### config.mk
export PLATFORM = sky130hd
export DESIGN_NAME = rf_sequencer
export DESIGN_NICKNAME = d
export VERILOG_FILES = /design/src/rtl/rf_seq_pkg.sv /design/src/rtl/rf_seq_alu.sv /design/src/rtl/rf_sequencer.sv
export SDC_FILE = /design/constraint.sdc
export NUM_CORES = 1
export LEC_CHECK = 0
export ABC_AREA = 1
export BUFFER_PORTS_ARGS = -buffer_cell sky130_fd_sc_hd__buf_2
export CORE_ASPECT_RATIO = 1.2
export CORE_MARGIN = 5
export CORE_UTILIZATION = 45
export DETAILED_ROUTE_END_ITERATION = 10
export PLACE_DENSITY = 0.65
export RECOVER_POWER = 25
export SYNTH_ARGS = -nofsm -noshare
export SYNTH_HDL_FRONTEND = slang
export SYNTH_SLANG_ARGS = --single-unit
### constraint.sdc
create_clock -name clk -period 2.7 [get_ports clk]
set_input_delay 0.135 -clock clk [delete_from_list [all_inputs] [get_ports clk]]
set_output_delay 0.135 -clock clk [all_outputs]
set_load 0.005 [all_outputs]
### src/rtl/rf_seq_pkg.sv
// Shared definitions for the register-file sequencer: op encodings,
// FSM states, default geometry and the stack-pointer register index.
package rf_seq_pkg;

  localparam int AW_DEF      = 5;
  localparam int DW_DEF      = 8;
  localparam int SP_ADDR_DEF = 29;

  typedef enum logic [1:0] {
    OP_MOV  = 2'b00,
    OP_SWAP = 2'b01,
    OP_INC  = 2'b10,
    OP_DEC  = 2'b11
  } op_e;

  typedef enum logic [2:0] {
    IDLE = 3'd0,
    RD_A = 3'd1,
    RD_B = 3'd2,
    WR_A = 3'd3,
    WR_B = 3'd4,
    DONE = 3'd5
  } state_e;

  // SWAP is the only op that uses the second read and second write.
  function automatic logic is_swap(input logic [1:0] op);
    return (op == OP_SWAP);
  endfunction

endpackage

### src/rtl/rf_seq_alu.sv
// Combinational data path for the sequencer: pass-through (MOV/SWAP),
// increment and decrement modulo 2^DW. carry is bit DW of the add/subtract.
module rf_seq_alu
  import rf_seq_pkg::*;
#(
  parameter int DW = DW_DEF
) (
  input  logic [1:0]    op,
  input  logic [DW-1:0] a,
  output logic [DW-1:0] y,
  output logic          carry
);

  logic [DW:0] sum_s;
  logic [DW:0] diff_s;

  // Extended add/subtract so the wrap/borrow lands in bit DW.
  always_comb begin
    sum_s  = {1'b0, a} + {{DW{1'b0}}, 1'b1};
    diff_s = {1'b0, a} - {{DW{1'b0}}, 1'b1};
  end

  // Select the write data and carry for the decoded operation.
  always_comb begin
    y     = a;
    carry = 1'b0;
    case (op)
      OP_INC: begin
        y     = sum_s[DW-1:0];
        carry = sum_s[DW];
      end
      OP_DEC: begin
        y     = diff_s[DW-1:0];
        carry = diff_s[DW];
      end
      default: begin
        y     = a;
        carry = 1'b0;
      end
    endcase
  end

endmodule

### src/rtl/rf_sequencer.sv
// Register-file sequencer: accepts one MOV/SWAP/INC/DEC command at a time
// and drives the shared register-file port with a read/write sequence.
// Optional feature: define RF_SEQ_SP_GUARD_EN to refuse any command that
// would write the stack-pointer register (SP_ADDR).
module rf_sequencer
  import rf_seq_pkg::*;
#(
  parameter int AW      = AW_DEF,
  parameter int DW      = DW_DEF,
  parameter int SP_ADDR = SP_ADDR_DEF
) (
  input  logic          clk,
  input  logic          reset_n,
  input  logic          cmd_valid,
  output logic          cmd_ready,
  input  logic [1:0]    cmd_op,
  input  logic [AW-1:0] cmd_src,
  input  logic [AW-1:0] cmd_dst,
  output logic          done,
  output logic [DW-1:0] result,
  output logic          carry,
  output logic          err,
  output logic [AW-1:0] rf_addr,
  output logic [DW-1:0] rf_wdata,
  output logic          rf_we,
  input  logic [DW-1:0] rf_rdata
);

  localparam logic [AW-1:0] SP_IDX = AW'(SP_ADDR);

  state_e        state_q, state_d;
  logic [1:0]    op_q, op_d;
  logic [AW-1:0] src_q, src_d;
  logic [AW-1:0] dst_q, dst_d;
  logic [DW-1:0] tmp_a_q, tmp_a_d;
  logic [DW-1:0] tmp_b_q, tmp_b_d;
  logic [DW-1:0] pend_res_q, pend_res_d;
  logic          pend_carry_q, pend_carry_d;
  logic          cmd_ready_q, cmd_ready_d;
  logic          done_q, done_d;
  logic          err_q, err_d;
  logic [DW-1:0] result_q, result_d;
  logic          carry_q, carry_d;
  logic          rf_we_q, rf_we_d;
  logic [DW-1:0] rf_wdata_q, rf_wdata_d;

  logic          accept_s;
  logic          guard_s;
  logic [DW-1:0] alu_in_s;
  logic [DW-1:0] alu_y_s;
  logic          alu_c_s;

  // Refusal check on the incoming command's write targets.
  always_comb begin
`ifdef RF_SEQ_SP_GUARD_EN
    guard_s = (cmd_dst == SP_IDX) || (is_swap(cmd_op) && (cmd_src == SP_IDX));
`else
    guard_s = 1'b0;
`endif
  end

  // In RD_A the first operand is still on rf_rdata; later it sits in tmp_a.
  always_comb begin
    accept_s = cmd_valid && (state_q == IDLE);
    if (state_q == RD_A) begin
      alu_in_s = rf_rdata;
    end else begin
      alu_in_s = tmp_a_q;
    end
  end

  rf_seq_alu #(.DW(DW)) u_alu (
    .op    (op_q),
    .a     (alu_in_s),
    .y     (alu_y_s),
    .carry (alu_c_s)
  );

  // Port address decodes only from state and the latched src/dst.
  always_comb begin
    case (state_q)
      RD_A:    rf_addr = src_q;
      RD_B:    rf_addr = dst_q;
      WR_A:    rf_addr = dst_q;
      WR_B:    rf_addr = src_q;
      default: rf_addr = {AW{1'b0}};
    endcase
  end

  // Next-state and next-output computation for the command sequence.
  always_comb begin
    state_d      = state_q;
    op_d         = op_q;
    src_d        = src_q;
    dst_d        = dst_q;
    tmp_a_d      = tmp_a_q;
    tmp_b_d      = tmp_b_q;
    pend_res_d   = pend_res_q;
    pend_carry_d = pend_carry_q;
    done_d       = 1'b0;
    err_d        = err_q;
    result_d     = result_q;
    carry_d      = carry_q;
    rf_we_d      = 1'b0;
    rf_wdata_d   = rf_wdata_q;
    case (state_q)
      IDLE: begin
        if (accept_s) begin
          op_d  = cmd_op;
          src_d = cmd_src;
          dst_d = cmd_dst;
          if (guard_s) begin
            // Refused: report straight away, nothing touches the port.
            state_d = DONE;
            done_d  = 1'b1;
            err_d   = 1'b1;
          end else begin
            state_d = RD_A;
          end
        end else begin
          state_d = IDLE;
        end
      end
      RD_A: begin
        tmp_a_d = rf_rdata;
        if (is_swap(op_q)) begin
          state_d = RD_B;
        end else begin
          state_d      = WR_A;
          rf_we_d      = 1'b1;
          rf_wdata_d   = alu_y_s;
          pend_res_d   = alu_y_s;
          pend_carry_d = alu_c_s;
        end
      end
      RD_B: begin
        tmp_b_d      = rf_rdata;
        state_d      = WR_A;
        rf_we_d      = 1'b1;
        rf_wdata_d   = alu_y_s;
        pend_res_d   = alu_y_s;
        pend_carry_d = alu_c_s;
      end
      WR_A: begin
        if (is_swap(op_q)) begin
          state_d    = WR_B;
          rf_we_d    = 1'b1;
          rf_wdata_d = tmp_b_q;
        end else begin
          state_d  = DONE;
          done_d   = 1'b1;
          err_d    = 1'b0;
          result_d = pend_res_q;
          carry_d  = pend_carry_q;
        end
      end
      WR_B: begin
        state_d  = DONE;
        done_d   = 1'b1;
        err_d    = 1'b0;
        result_d = pend_res_q;
        carry_d  = pend_carry_q;
      end
      DONE: begin
        state_d = IDLE;
      end
      default: begin
        state_d = IDLE;
      end
    endcase
    cmd_ready_d = (state_d == IDLE);
  end

  // State and registered outputs; reset aborts any write in flight.
  always_ff @(posedge clk or negedge reset_n) begin
    if (!reset_n) begin
      state_q      <= IDLE;
      op_q         <= 2'b00;
      src_q        <= {AW{1'b0}};
      dst_q        <= {AW{1'b0}};
      tmp_a_q      <= {DW{1'b0}};
      tmp_b_q      <= {DW{1'b0}};
      pend_res_q   <= {DW{1'b0}};
      pend_carry_q <= 1'b0;
      cmd_ready_q  <= 1'b1;
      done_q       <= 1'b0;
      err_q        <= 1'b0;
      result_q     <= {DW{1'b0}};
      carry_q      <= 1'b0;
      rf_we_q      <= 1'b0;
      rf_wdata_q   <= {DW{1'b0}};
    end else begin
      state_q      <= state_d;
      op_q         <= op_d;
      src_q        <= src_d;
      dst_q        <= dst_d;
      tmp_a_q      <= tmp_a_d;
      tmp_b_q      <= tmp_b_d;
      pend_res_q   <= pend_res_d;
      pend_carry_q <= pend_carry_d;
      cmd_ready_q  <= cmd_ready_d;
      done_q       <= done_d;
      err_q        <= err_d;
      result_q     <= result_d;
      carry_q      <= carry_d;
      rf_we_q      <= rf_we_d;
      rf_wdata_q   <= rf_wdata_d;
    end
  end

  assign cmd_ready = cmd_ready_q;
  assign done      = done_q;
  assign err       = err_q;
  assign result    = result_q;
  assign carry     = carry_q;
  assign rf_we     = rf_we_q;
  assign rf_wdata  = rf_wdata_q;

endmodule
==> results of run 1 <==
## metal layers
layer,track usage (%),vias to the layer above,share of wire (%)
met2,31.5,53,50
li1,-,1126,-
met3,7.58,9,6.2
met4,8.17,0,2.2
met5,0,-,0
met1,20.9,1020,42
## report_power, final
part | total (mW) | leakage, nW | switching, mW | internal, mW
clock | 0.771 | 0.0935 | 0.325 | 0.446
sequential | 1.57 | 0.718 | 0.225 | 1.35
combinational | 2.08 | 0.947 | 1.30 | 0.783
total | 4.43 | 1.76 | 1.85 | 2.58
## flip-flops by register name (all words and copies together) (netlist names), 2 cells and up
register / count
pend_res_q: 8
result: 8
rf_wdata: 8
tmp_a_q: 8
tmp_b_q: 8
dst_q: 5
src_q: 5
state_q: 3
op_q: 2
## cells in the mapped netlist (all sizes together) (2+ instances only)
| master | instances | share of area, % |
|---|---|---|
| o21a | 3 | 0.81 |
| nand3 | 20 | 4.1 |
| nand2 | 117 | 16 |
| o21ai | 17 | 3.6 |
| a22o | 5 | 1.6 |
| dfrtp | 59 | 53 |
| a21oi | 13 | 2.5 |
| inv | 35 | 4.7 |
| ha | 2 | 0.90 |
| buf | 6 | 1.5 |
| nor2 | 23 | 3.7 |
| mux2 | 10 | 4.1 |
| clkbuf | 2 | 0.27 |
## kinds of logic (layout without fill, tap and decap cells)
kind of cell             Yosys count  after routing  synth area share, %
multiplexers                      10             10                 4.06
AO/OA/AOI/OAI                     40             40                 8.92
flip-flops                        60             60                 54.1
other                              1              1                0.135
buffers and inverters             44            104                 6.62
AND/OR/NAND/NOR                  163            163                 24.6
adder cells (fa/ha/maj)            2              2                0.901
XOR/XNOR                           2              2                0.631
## critical path, stage by stage, from the launching register on
cell	delay (ns)
dfrtp_1	0.40
inv_2	0.11
nor2_4	0.07
inv_2	0.07
nor2_1	0.04
buf_4	0.17
a21oi_1	0.66
clkinv_1	0.48
nand2_1	0.15
nand2_1	0.06
## worst paths after layout
path                                            from                endpoint  slack [ns]  cells after the start
max                             state_q[1]$_DFF_PN0_   result[3]$_DFFE_PN0P_        0.37                      9
min                                      rf_rdata[6]  tmp_b_q[6]$_DFFE_PN0P_        0.02                      3
max reg2reg                     state_q[1]$_DFF_PN0_   result[3]$_DFFE_PN0P_        0.37                      9
min reg2reg                pend_res_q[1]$_DFFE_PN0P_   result[1]$_DFFE_PN0P_        0.47                      2
max in group asynchronous                    reset_n     cmd_ready$_DFF_PN1_        0.89                      3
min in group asynchronous                    reset_n   result[2]$_DFFE_PN0P_        0.73                      2
## stage by stage
stage,util [%],power (mW),hold WS [ns],cells
after floorplan,-,3.09,-0.161,322
after global placement,51.5,3.63,0.190,447
after global routing,54.8,4.89,0.00609,464
final,54.8,4.43,0.0194,464
after CTS,54.9,4.49,0.00243,464
after detailed placement,51.5,3.68,0.196,447
## timing repair
item,in CTS,in global routing
buffers inserted,0,0
hold buffers,2,0
endpoints found under the hold margin,29,0
## placed cells by master (no fill, tap or decap), types with 2 or more instances in the layout
cell type and n:
a21oi_1 12, a22o_1 5, buf_2 43, buf_4 4, clkbuf_1 7, clkbuf_8 10, dfrtp_1 59, dlygate4sd3_1 2
ha_1 2, inv_1 28, inv_2 7, mux2_2 10, nand2_1 113, nand2_2 4, nand3_1 19, nor2_1 18
nor2_2 4, o21a_1 3, o21ai_0 11, o21ai_1 4
## final cells by class
class                           instances  area (sq um)
Sequential cell                        60          1500
Inverter                               36           135
Tap cell                               82           103
Multi-Input combinational cell        218          1090
Clock inverter                          2          35.0
Fill cell                             559          2720
Timing Repair Buffer                   53           280
Clock buffer                           13           149
==> results.cfg, run 1 <==
[cts]
cts.clk_slew.worst_paths_ns = 0.06
cts-buffers-inserted = 9
cts_root_buf = clkbuf_8
cts.path.max_buffers = 2
htreeDepth = 3
clk_latency_ns = 0.34
cts_resized = 0
cts_sinks = 60
cts_tree = done

[flow_run]
cap_violations = 1

[sta]
period_minus_slack_ns = 2.33
finalClockSkew_ns = 0.00598
max_slew_margin_pct = -6.74
fmax_mhz = 430
setup_slack_ns = 0.374
setup_viol = 0
period_share_pct = 86.2
setup_tns_ns = 0
grt_setup_unrepaired = no
hold_violations = 0
worst_pin_slew_ns = 1.60
report.final.slew_viol_count = 31

[logic_synthesis]
yosys_warnings = 0
syn-cell-area_sq_um = 2780
ys_seq_area_share_pct = 54.1
yosysUniqueCellTypes = 34
async_reset_ff_share_pct = 100
avgSynthCellArea_sq_um = 8.62
syn-instance-count = 322
synth-edff-count = 0
ys_ff_latch = 60
syn-num-nets = 347
dominantRegCellSynth = dfrtp_1

[worst_setup_path]
startpoint_type = flip-flop
cp.arrival_ns = 2.56
required_ns = 2.93
worst_setup_path_end_kind = flip-flop
cp_max_fo = 13
crit_type = flip-flop to flip-flop

[layout]
fin_nets = 403
syn2layout_area_growth_pct = 18.7
diodes = 0
drive_above_1_share_pct = 23.8
final_area_sq_um = 3290

[die]
start_util_pct = 46.2
dieArea_sq_um = 7850
boundaryPins = 49
dieWidth_um = 81.7
die_h_um = 96.0
core_sq_um = 6010
num_rows = 31

[place]
dp_slack_ns = 0.413
dp_hpwl_um = 4590
portBuffers = 47
dpl-instance-area_sq_um = 3100
globalplace.congestion = 0.848

[run_status]
violations = max-capacitance violations, max-slew violations
status = finished, violations left

[grt]
grt_pass1_vias = 2321
grt_pass1_wl_um = 10800
antenna_found_initial = 0
overflow = 0
grt.total_usage_pct = 18.8
grt_max_degree = 31

[detailed_routing]
antenna_left = 0
vias_per_cell = 4.76
drc = 0
routed_wl_um = 6080
drtIter0Drc = 115
post_drt_wl_per_cell_um = 13.1
vias = 2208
drtPass1Iterations = 4

[pwr]
p_leak_nw = 1.76
p_per_area_nw_per_um2 = 1340
vdd_drop_max_mv = 0.545

[worst_hold_path]
hp-class = input pin to flip-flop
Note: power is estimated with default switching activity, not from simulation.
==> run 2, diff against run 1 <==
--- a/config.mk
+++ b/config.mk
@@ -12,7 +12,6 @@
 export CORE_UTILIZATION = 45
 export DETAILED_ROUTE_END_ITERATION = 10
 export PLACE_DENSITY = 0.65
-export RECOVER_POWER = 25
 export SYNTH_ARGS = -nofsm -noshare
 export SYNTH_HDL_FRONTEND = slang
 export SYNTH_SLANG_ARGS = --single-unit
==> run 2 against run 1 <==
Net effect:
- the run now ends clean
- cell area is 0.15% higher
- largest power group unchanged
- critical endpoint unchanged
- combinational power barely moved
- die area unchanged
- via count did not move
- routed wire length hardly changed
- global-route usage did not move
- flip-flop and latch count unchanged
- sequential share of layout area fell by 0.069 points
- worst setup slack unchanged
- sequential power about the same
- clock power hardly changed
==> results.cfg, run 2 (synthesis results as in run 1) <==
[place]
portBuffers = 47
place_inst = 447
dpl-instance-area_sq_um = 3100
globalplace.congestion = 0.848
dp_hpwl_um = 4590

[sta]
worst_pin_slew_ns = 0.833
hold_violations = 0
setup_tns_ns = 0
fmax_mhz = 430
max_slew_margin_pct = 44.5
report.final.slew_viol_count = 0
setup_viol = 0
grt_setup_unrepaired = no
period_minus_slack_ns = 2.33
period_share_pct = 86.2
finalClockSkew_ns = 0.00598

[worst_setup_path]
regToRegSetupSlack_ns = 0.37
crit_type = flip-flop to flip-flop
path_buf_inv = 4
worst_setup_path_end_kind = flip-flop
critPathLaunch = state_q[1]$_DFF_PN0_
r2r-start = state_q[1]$_DFF_PN0_
slowest_delay_ns = 0.66
cp.arrival_ns = 2.56
required_ns = 2.93
r2r_cells = 9
cp_top_family = buffers and inverters
startpoint_type = flip-flop
cp-endpoint = result[3]$_DFFE_PN0P_
path_depth = 9
cp_max_fo = 13
crit_chain = inv_2 -> nor2_4 -> inv_2 -> nor2_1 -> buf_4 -> a21oi_1 -> clkinv_1 -> nand2_1 -> nand2_1
reg2reg_to = result[3]$_DFFE_PN0P_
cp_slowest_cell = a21oi_1

[pwr]
p_switching_mw = 1.85
p_comb_share_pct = 47.1
finalPower_mw = 4.43
p_leak_nw = 1.77
intPower_mw = 2.58
p_clk_share_pct = 17.4
power_frac_seq_pct = 35.5
p_per_area_nw_per_um2 = 1340
sw_frac_of_total_pct = 41.7
vdd_drop_max_mv = 0.545

[layout]
final_area_sq_um = 3300
final_cell_mix = nand2_1 (113), dfrtp_1 (59), buf_2 (47)
final_common_cell = nand2_1
fin_nets = 403
drive_above_1_share_pct = 24.9
syn2layout_area_growth_pct = 18.8
layout.cells.non_filler = 464
diodes = 0

[die]
start_util_pct = 46.2
die_h_um = 96.0
boundaryPins = 49
num_rows = 31
core_sq_um = 6010
dieArea_sq_um = 7850
dieWidth_um = 81.7

[detailed_routing]
vias = 2208
drtPass1Iterations = 4
routed_wl_um = 6080
drtIter0Drc = 114
drc = 0
antenna_left = 0
vias_per_cell = 4.76
post_drt_wl_per_cell_um = 13.1

[cts]
postCtsSetupBuffers = 0
cts.clk_slew.worst_paths_ns = 0.06
cts.path.max_buffers = 2
cts_tree = done
cts_root_buf = clkbuf_8
htreeDepth = 3
cts_sinks = 60
cts-buffers-inserted = 9
clk_latency_ns = 0.34

[flow_run]
cap_violations = 0

[grt]
overflow = 0
grt_max_degree = 31
grt.total_usage_pct = 18.8
grt_pass1_vias = 2321
grt_pass1_wl_um = 10800
antenna_found_initial = 0

[worst_hold_path]
hp-class = input pin to flip-flop
min_from = rf_rdata[6]

[run_status]
status = complete, no violations
## run 2: final cells by class
cell class / count / area, sq um
Fill cell: 555 / 2710
Sequential cell: 60 / 1500
Multi-Input combinational cell: 218 / 1090
Timing Repair Buffer: 53 / 285
Clock buffer: 13 / 149
Inverter: 36 / 135
Tap cell: 82 / 103
Clock inverter: 2 / 35.0
## run 2: worst min path at each step
stage | to | slack [ns] | depth (start not counted)
after global routing | dst_q[2]$_DFFE_PN0P_ | 0.006 | 2
after global placement | pend_res_q[0]$_DFFE_PN0P_ | 0.19 | 1
after detailed placement | pend_res_q[0]$_DFFE_PN0P_ | 0.20 | 1
after floorplan | carry$_DFFE_PN0P_ | -0.16 | 0
after CTS | src_q[0]$_DFFE_PN0P_ | 0.002 | 2
final | tmp_b_q[6]$_DFFE_PN0P_ | 0.02 | 3
## run 2: power groups by stage
stage | sequential (mW) | combinational (mW) | clock, mW
floorplan | 1.55 | 1.53 | 0
global placement | 1.58 | 2.04 | 0
detailed placement | 1.59 | 2.09 | 0
CTS | 1.58 | 2.11 | 0.800
global route | 1.63 | 2.42 | 0.840
finish | 1.57 | 2.09 | 0.771
## run 2: metal layers
metal / up-vias / wire length, um / track usage (%)
met5: - / 0 / 0
met4: 0 / 132 / 8.17
met3: 9 / 379 / 7.58
met2: 53 / 3040 / 31.5
met1: 1020 / 2530 / 20.9
li1: 1126 / - / -
## run 2: metrics by stage
| stage | hold WS (ns) | utilization [%] | worst slack (ns) |
|---|---|---|---|
| 6_report | 0.0194 | 54.9 | 0.374 |
| 3_5_place_dp | 0.196 | 51.5 | 0.413 |
| 3_3_place_gp | 0.190 | 51.5 | 0.511 |
| 4_1_cts | 0.00243 | 54.9 | 0.394 |
| 2_1_floorplan | -0.161 | - | 0.864 |
| 5_1_grt | 0.00609 | 54.9 | 0.158 |
## run 2: timing repair
item / in CTS / in global routing
gates resized for setup: 0 / 0
endpoints found under the setup margin: 0 / 0
hold endpoints to repair: 29 / 0
hold buffers: 2 / 0
## run 2: worst register-to-register path: stages, from the launching register on
cell and delay [ns]:
dfrtp_1 0.40, inv_2 0.11, nor2_4 0.07, inv_2 0.07
nor2_1 0.04, buf_4 0.17, a21oi_1 0.66, clkinv_1 0.48
nand2_1 0.15, nand2_1 0.06
